### src/rtl/pri_enc_sched_pkg.sv
// Shared types and helpers for the pri_enc_sched priority encoder/scheduler.
// Optional feature macro: RR_MODE_EN (round-robin priority instead of fixed).
package pri_enc_sched_pkg;

  // Default number of request lines
  localparam int PRI_N_DEFAULT = 8;

  // Handshake FSM states
  typedef enum logic {
    ST_IDLE  = 1'b0,
    ST_VALID = 1'b1
  } state_e;

  // Index width that never collapses to zero bits
  function automatic int idx_width(input int n);
    return (n > 2) ? $clog2(n) : 1;
  endfunction

endpackage

### src/rtl/pri_enc_sched_if.sv
// Request/grant bundle between a request source and pri_enc_sched.
// master = request source / index consumer, slave = the scheduler.
interface pri_enc_sched_if
  import pri_enc_sched_pkg::*;
#(
  parameter int N = PRI_N_DEFAULT
) ();

  localparam int W = idx_width(N);

  logic [N-1:0] I;
  logic         en;
  logic         ack;
  logic [W-1:0] Y;
  logic         out_en;
  logic [N-1:0] pending;
  logic         ovf;

  modport master (
    output I, en, ack,
    input  Y, out_en, pending, ovf
  );

  modport slave (
    input  I, en, ack,
    output Y, out_en, pending, ovf
  );

endinterface

### src/rtl/pri_enc_core.sv
// Combinational finder: first set bit of vec searching downward from start,
// wrapping from bit 0 back to bit N-1.
module pri_enc_core
  import pri_enc_sched_pkg::*;
#(
  parameter  int N = PRI_N_DEFAULT,
  localparam int W = idx_width(N)
) (
  input  logic [N-1:0] vec,
  input  logic [W-1:0] start,
  output logic [W-1:0] idx,
  output logic         found
);

  // Walk offsets from farthest to nearest so the position closest to start wins
  always_comb begin
    int start_pos;
    int pos;
    idx       = '0;
    found     = 1'b0;
    start_pos = (int'(start) >= N) ? N - 1 : int'(start);
    pos       = 0;
    for (int i = N - 1; i >= 0; i--) begin
      pos = start_pos - i;
      if (pos < 0) begin
        pos = pos + N;
      end
      if (vec[pos]) begin
        idx   = W'(pos);
        found = 1'b1;
      end
    end
  end

endmodule

### src/rtl/pri_enc_sched.sv
// Registered N:log2(N) priority encoder with request capture and grant handshake.
// Define RR_MODE_EN for round-robin priority; default is fixed (bit N-1 highest).
module pri_enc_sched
  import pri_enc_sched_pkg::*;
#(
  parameter int N = PRI_N_DEFAULT
) (
  input  logic             clk,
  input  logic             rst,
  pri_enc_sched_if.slave   bus
);

  localparam int W = idx_width(N);

  state_e       state_q, state_d;
  logic [W-1:0] y_q, y_d;
  logic [N-1:0] pending_q, pending_d;
  logic         ovf_q, ovf_d;

  logic [N-1:0] cand;
  logic [N-1:0] grant_mask;
  logic [W-1:0] search_start;
  logic [W-1:0] found_idx;
  logic         found;
  logic         load;

  assign cand = pending_q | bus.I;

  pri_enc_core #(
    .N (N)
  ) u_core (
    .vec   (cand),
    .start (search_start),
    .idx   (found_idx),
    .found (found)
  );

  // A new index is issued when the output slot is free or being freed this cycle
  assign load       = bus.en && found && ((state_q == ST_IDLE) || bus.ack);
  assign grant_mask = load ? (N'(1) << found_idx) : '0;

`ifdef RR_MODE_EN
  logic [W-1:0] ptr_q, ptr_d;

  assign search_start = ptr_q;

  // Next search begins just below the index granted last, wrapping at 0
  always_comb begin
    ptr_d = ptr_q;
    if (load) begin
      ptr_d = (found_idx == '0) ? W'(N - 1) : found_idx - W'(1);
    end
  end

  // Round-robin pointer register
  always_ff @(posedge clk) begin
    if (rst) begin
      ptr_q <= W'(N - 1);
    end else begin
      ptr_q <= ptr_d;
    end
  end
`else
  assign search_start = W'(N - 1);
`endif

  // FSM state register
  always_ff @(posedge clk) begin
    if (rst) begin
      state_q <= ST_IDLE;
    end else begin
      state_q <= state_d;
    end
  end

  // FSM next state: stall holds VALID, ack either reloads or drops to IDLE
  always_comb begin
    state_d = state_q;
    case (state_q)
      ST_IDLE: begin
        if (load) begin
          state_d = ST_VALID;
        end
      end
      ST_VALID: begin
        if (bus.ack) begin
          state_d = load ? ST_VALID : ST_IDLE;
        end
      end
      default: state_d = ST_IDLE;
    endcase
  end

  // Datapath next values: granted bit is removed, overlaps on ungranted lines set ovf
  always_comb begin
    y_d       = load ? found_idx : y_q;
    pending_d = cand & ~grant_mask;
    ovf_d     = ovf_q | (|(bus.I & pending_q & ~grant_mask));
  end

  // Datapath registers
  always_ff @(posedge clk) begin
    if (rst) begin
      y_q       <= '0;
      pending_q <= '0;
      ovf_q     <= 1'b0;
    end else begin
      y_q       <= y_d;
      pending_q <= pending_d;
      ovf_q     <= ovf_d;
    end
  end

  // FSM outputs and registered status
  always_comb begin
    bus.out_en  = (state_q == ST_VALID);
    bus.Y       = y_q;
    bus.pending = pending_q;
    bus.ovf     = ovf_q;
  end

endmodule

### src/flat_wrapper.sv
// flat-port wrapper written by rule: the top's interface ports become plain ports
module pri_enc_sched_flat import pri_enc_sched_pkg::*;
#(
  parameter int N = PRI_N_DEFAULT
)
  (clk, rst, bus_I, bus_en, bus_ack, bus_Y, bus_out_en, bus_pending, bus_ovf);
  pri_enc_sched_if #(.N(N)) bus_i ();
  input  logic clk;
  input  logic rst;
  input wire logic [$bits(bus_i.I)-1:0] bus_I;
  input wire logic [$bits(bus_i.en)-1:0] bus_en;
  input wire logic [$bits(bus_i.ack)-1:0] bus_ack;
  output wire logic [$bits(bus_i.Y)-1:0] bus_Y;
  output wire logic [$bits(bus_i.out_en)-1:0] bus_out_en;
  output wire logic [$bits(bus_i.pending)-1:0] bus_pending;
  output wire logic [$bits(bus_i.ovf)-1:0] bus_ovf;
  assign bus_i.I = bus_I;
  assign bus_i.en = bus_en;
  assign bus_i.ack = bus_ack;
  assign bus_Y = bus_i.Y;
  assign bus_out_en = bus_i.out_en;
  assign bus_pending = bus_i.pending;
  assign bus_ovf = bus_i.ovf;
  pri_enc_sched #(.N(N)) u_core (.clk(clk), .rst(rst), .bus(bus_i));
endmodule
### config.mk
export PLATFORM = sky130hd
export DESIGN_NAME = pri_enc_sched_flat
export DESIGN_NICKNAME = d
export VERILOG_FILES = /design/src/rtl/pri_enc_sched_pkg.sv /design/src/rtl/pri_enc_sched_if.sv /design/src/rtl/pri_enc_core.sv /design/src/rtl/pri_enc_sched.sv /design/src/flat_wrapper.sv
export SDC_FILE = /design/constraint.sdc
export NUM_CORES = 1
export LEC_CHECK = 0
export ABC_AREA = 1
export CORE_MARGIN = 4
export CORE_UTILIZATION = 45
export CTS_CLUSTER_DIAMETER = 80
export CTS_CLUSTER_SIZE = 14
export DETAILED_ROUTE_END_ITERATION = 7
export HOLD_SLACK_MARGIN = 0.02
export PLACE_DENSITY_LB_ADDON = 0.1
export REMOVE_ABC_BUFFERS = 1
export SETUP_SLACK_MARGIN = 0.05
export SLEW_MARGIN = 40
export SYNTH_ARGS = -nofsm -noshare
export SYNTH_HDL_FRONTEND = slang
export SYNTH_SLANG_ARGS = --single-unit
### constraint.sdc
create_clock -name clk -period 3.1 [get_ports clk]
set_clock_uncertainty 0.15 [all_clocks]
set_input_delay 0.62 -clock clk [delete_from_list [all_inputs] [get_ports clk]]
set_output_delay 0.62 -clock clk [all_outputs]
set_load 0.03 [all_outputs]
## After elaboration in Yosys (flattened, before gate mapping)

Cells that the tools add are included.

| word-level totals | value |
|---|---|
| flip-flop bits (word level) | 13 |
| input port bits | 12 |
| output and inout bits | 13 |
| logic and storage cells | 35 |

| operators by class | value |
|---|---|
| shift-type cells | 1 |
| muxes and demuxes | 19 |
| bitwise operators | 7 |
| reduce and logical (&&, ||, !) cells | 4 |

Operators by type and width:

| operator | number |
|---|---|
| 8-bit bitwise AND | 3 |
| 3-bit 2-to-1 mux | 6 |
| 1-bit 2-to-1 mux | 11 |
| 8-bit 2-to-1 mux | 1 |
| 8-bit inverter | 1 |
| 8-bit OR | 1 |
| 8-bit OR reduction | 1 |
| 1-bit by 3-bit left shift with 8-bit output (first input constant) | 1 |
| 1-bit logical AND | 2 |
| 1-bit case mux with 2 select lines | 1 |
| 1-bit logical OR | 1 |
| 1-bit inverter | 1 |
| 1-bit OR | 1 |

## Depth between registers and ports, before layout

| depth | value |
|---|---|
| depth after elaboration | 16 |
| depth in mapped cells | 13 |
| mapped depth without buffers | 13 |

## Hierarchy

A second synthesis with hierarchy kept.

| unflattened totals | value |
|---|---|
| cell total of the unflattened synthesis | 231 |
| area total of the unflattened synthesis | 1350.0 sq um |

By module, submodules not included:

| module | times used | cells each | area each (sq um) | sequential area each (sq um) |
|---|---|---|---|---|
| pri_enc_sched | 1 | 110 | 683.2 | 260.2 |
| pri_enc_core | 1 | 121 | 666.9 | 0.0 |

## Worst setup path after synthesis

Ideal clock, no wire load.

| timing path | value |
|---|---|
| path kind | input to register |
| from | input bus_I[7] |
| to | register u_core.ovf_q (netlist: u_core.bus.ovf) |
| setup time | 116 ps |
| arrival | 1513 ps |
| required time | 2834 ps |
| setup slack | 1321 ps |
| cell stages on the path | 10 |
| path buffers | 0 |
| cells stage by stage | nor2_4 -> nand2_4 -> nor2_4 -> nand4_4 -> nor2_2 -> nor2_1 -> nor2_2 -> nand3_1 -> nor2_1 -> nor2_1 |

| between the ends | value |
|---|---|
| cells in the longest elaborated chain, start to end | 9 |
| elaborated cells on any way between the ends | 12 |
| those cells by class | 1 x shift; 3 x mux; 5 x bitwise; 3 x reduce/logical |

Ends and longest elaborated chain:

| item | RTL line | text |
|---|---|---|
| from (decl) | flat_wrapper.sv:10 | `input wire logic [$bits(bus_i.I)-1:0] bus_I;` |
| 8-bit OR | pri_enc_sched.sv:27 | `assign cand = pending_q \| bus.I;` |
| 1-bit 2-to-1 mux | pri_enc_core.sv:28 | `if (vec[pos]) begin` |
| 1-bit logical AND (2 in series) | pri_enc_sched.sv:39 | `assign load = bus.en && found && ((state_q == ST_IDLE) \|\| bus.ack);` |
| 8-bit 2-to-1 mux | pri_enc_sched.sv:40 | `assign grant_mask = load ? (N'(1) << found_idx) : '0;` |
| 8-bit inverter | pri_enc_sched.sv:98 | `ovf_d = ovf_q \| (\|(bus.I & pending_q & ~grant_mask));` |
| 8-bit bitwise AND (*) | pri_enc_sched.sv:98 |  |
| 8-bit OR reduction (*) | pri_enc_sched.sv:98 |  |
| 1-bit OR (*) | pri_enc_sched.sv:98 |  |
| to (signal assigned) | pri_enc_sched.sv:110 | `ovf_q <= ovf_d;` |
| to (decl) | pri_enc_sched.sv:18 | `logic ovf_q, ovf_d;` |

Every way passes the cells marked *; elsewhere a longest branch is shown, timed or not.
A chain may end at the register's enable or synchronous reset.

## Worst setup path in the final report

| timing path | value |
|---|---|
| from | register u_core.pending_q[5] (netlist: u_core.bus.pending[5]) |
| to | output bus_pending[5] |

RTL lines:

| item | RTL line | text |
|---|---|---|
| from (decl) | pri_enc_sched.sv:17 | `logic [N-1:0] pending_q, pending_d;` |
| from (signal assigned) | pri_enc_sched.sv:109 | `pending_q <= pending_d;` |
| to (decl) | flat_wrapper.sv:15 | `output wire logic [$bits(bus_i.pending)-1:0] bus_pending;` |

No word-level cell between the ends.

==> summary.md <==
| Metric | Value |
|---|---|
| Row Count | 15 |
| Part of the power in the clock network | 24.9% |
| Post-DP HPWL | approximately 1400 µm |
| Top post-synthesis cells by area | dfxtp_1 32%, nand2_1 13%, inv_1 8.9%, nor2_1 7.0%, nor2_4 7.0% |
| Cell Count, Final, Fillers Out | ~170 |
| CP Buf/Inv Count | 1 |
| Flops & latches, synth | 13 |
| Startpoint types | flip-flop |
| Number of vias per cell | 4.70 |
| Fillers | approximately 150 |
| Initial DRC count | 7 |
| WP data required | 2.33 ns |
| Initial Util | a little under half |
| Placed Instances | approximately 170 |
| DRC | 0 |
| WS Path Type | reg2out |
| Final hold viol count | 0 |
| CTS root buf | clkbuf_4 |
| Core Region | between 0.0015 and 0.002 mm² |
| Max Slew Vio Count | 0 |
| Switch Pwr | about 0.00014 W |
| Cell Pwr Density | 393 mW/mm² |
| CP max-delay cell | clkdlybuf4s50_1 |
| Clk slew on worst S/H paths | 0.08 ns |
| RSZ-0062 raised after global routing | false |
| Die height | between 50 and 60 µm |
| Final nets | 159 |
| Crit-path max FO | 4 |
| Antenna violations before repair | 0 |
| Switch share | between 30% and 40% |
| Setup_tns | 0 ns |
| Number of global-route vias before repair | 764 |
| Fin Hold WS | 0.401 ns |
| Synth area leader | dfxtp_1 |
| Pin count of the biggest net entering global routing | 9 |
| Status | finished clean |
| Layout cells sized above 1 | 15.8% |
| Cell internal pwr | around 0.00029 W |
| R2R Path Start | u_core.bus.pending[6] |
| Rel. slew slack | between 70% and 80% |
| Placed standard-cell area | roughly 0.0011 mm² |
| Final period utilization | 69.5% |
| Hold Buf Count CTS | 0 |
| CTS Buf Count | 3 |
| Clock latency on the worst-skew pair | approximately 0.28 ns |
| HP Start | u_core.bus.Y[2] |
| Worst-Margin Slew | 0.315 ns |
| Top cell type's share of synthesized area | between 30% and 40% |
| Post-DRT Antenna Nets | 0 |
| H-Tree Depth | 1 |
| Io pins | 25 |
| Synth-to-Final Area Change | 35.7% |
| CTS sink count | 13 |
| IO buf count | 24 |
| Post-CTS Setup Bufs | 0 |
| Netlist cell types | 21 |
| Die area | ~0.0025 mm² |
| Post-route minimum period | ~2.2 ns |
| Total wire length | 1750 µm |
| FF-to-FF path depth | 9 |
| Max VDD drop | approximately 0.30 mV |
| DR pass1 iterations | 4 |
| Total global-route track usage | 15.2% |
| Seq/Total Area, Yosys | 32.3% |
| Die Wd | 50.3 µm |
| Placer Congestion | 0.827 |
| Mapped Area | 806 µm² |
| Crit-path cells | clkdlybuf4s50_1 |
| Critical path endpoint category | output port |
| Syn. warnings | 0 |
| Slowest cell delay on critical path | 0.70 ns |
| Delay-heaviest family, CP | buffers and inverters |
| CTS tree | yes |
| Avg WL per Cell | 10.3 µm |
| Cell count after synthesis | between 100 and 150 |
| R2R setup slack | between 1 and 1.5 ns |
| Core Util, Final | ~64% |
| Global-route wire length before repair | between 3000 and 4000 µm |
| ANT cells | 0 |
| Leak | 0.523 nW |
| Final setup violating endpoints | 0 |
| Grt ovf | 0 |
| Post_cts resized | 0 |
| Logic pwr share | between 30% and 40% |
| Post-route cell area | roughly 0.0011 mm² |
| Hold EP | u_core.bus.Y[2] |
| Via count | ~800 |
| Cells on Worst Hold Path | 2 |
| Max_cap viols | 0 |
| Worst hold path class | reg2reg |
| CTS Buffer Depth | 2 |
| Fmax | about 460 MHz |
| Crit path DAT | around 1.4 ns |
| Share of power burned in registers | between 40 and 50% |
| RR Endpoint | u_core.bus.ovf |
| Syn_area_per_cell | between 6 and 7 µm² |
Yosys cell counts, drive strengths merged:
master / number
nand2: 32
a31oi: 1
or2: 1
inv: 21
o21ai: 4
nor3: 3
clkdlybuf4s25: 1
clkinv: 1
nand4: 5
o21bai: 1
nor2: 25
dfxtp: 13
nand3: 8
a21oi: 3
layer usage:
layer  track usage, %  vias up  part of all wire [%]
li1                 -      424                     -
met1             18.6      352                    45
met2             24.8       22                    46
met3             3.26        5                   6.6
met4             8.07        0                   2.3
met5                0        -                     0
final cells by class:
type / count / area [µm²] / share of cell area, %
sequential: 13 / 260 / 23.8
tap: 25 / 31.3 / 2.86
inverter: 22 / 82.6 / 7.55
clock buffer: 4 / 26.3 / 2.40
timing repair buffer: 24 / 240 / 22.0
multi-input combinational: 83 / 453 / 41.4
power groups by stage:
stage	registers [W]	logic (W)	clock network, W
3_3_place_gp	0.000194	0.000131	0
6_report	0.000190	0.000132	0.000107
5_1_grt	0.000193	0.000144	0.000117
3_5_place_dp	0.000195	0.000132	0
4_1_cts	0.000191	0.000133	0.000110
2_1_floorplan	0.000220	0.0000520	0
metrics by stage:
step | setup slack (ns) | power [W]
final | 0.945 | 0.000430
after detailed placement | 0.676 | 0.000326
after global routing | 0.814 | 0.000453
after CTS | 0.933 | 0.000433
after global placement | 0.705 | 0.000325
after floorplan | 1.33 | 0.000272
registers in the layout, indices dropped and copies added, names as in the netlist:
signal and flops:
u_core.bus.out_en 1, u_core.bus.Y 3, u_core.bus.pending 8, u_core.bus.ovf 1
kinds of logic after synthesis:
family / Yosys count / share of synthesized area [%]
DFF: 13 / 32.3
AOI/OAI and AO/OA: 9 / 6.06
buffers and inverters: 23 / 11.5
and+or+nand+nor: 74 / 50.2
worst max-delay path by stage:
stage               cells after the start  slack (ns)              to                   from
floorplan                              10        1.33  u_core.bus.ovf               bus_I[7]
global placement                       11        0.71  u_core.bus.ovf               bus_I[7]
detailed placement                     11        0.68  u_core.bus.ovf               bus_I[7]
CTS                                     1        0.93  bus_pending[5]  u_core.bus.pending[5]
global route                           12        0.81  u_core.bus.ovf               bus_I[2]
finish                                  1        0.94  bus_pending[5]  u_core.bus.pending[5]
placed cells by master, fill, tap and decap left out, drive strengths merged:
| master | Yosys | layout |
|---|---|---|
| nand4 | 5 | 5 |
| inv | 21 | 21 |
| nor3 | 3 | 3 |
| a21oi | 3 | 3 |
| o21ai | 4 | 4 |
| clkinv | 1 | 1 |
| clkbuf | 0 | 4 |
| clkdlybuf4s50 | 0 | 24 |
| a31oi | 1 | 1 |
| nand3 | 8 | 8 |
| nand2 | 32 | 32 |
| nor2 | 25 | 25 |
| or2 | 1 | 1 |
| dfxtp | 13 | 13 |
| o21bai | 1 | 1 |
Note: power is estimated with default switching activity, not from simulation.
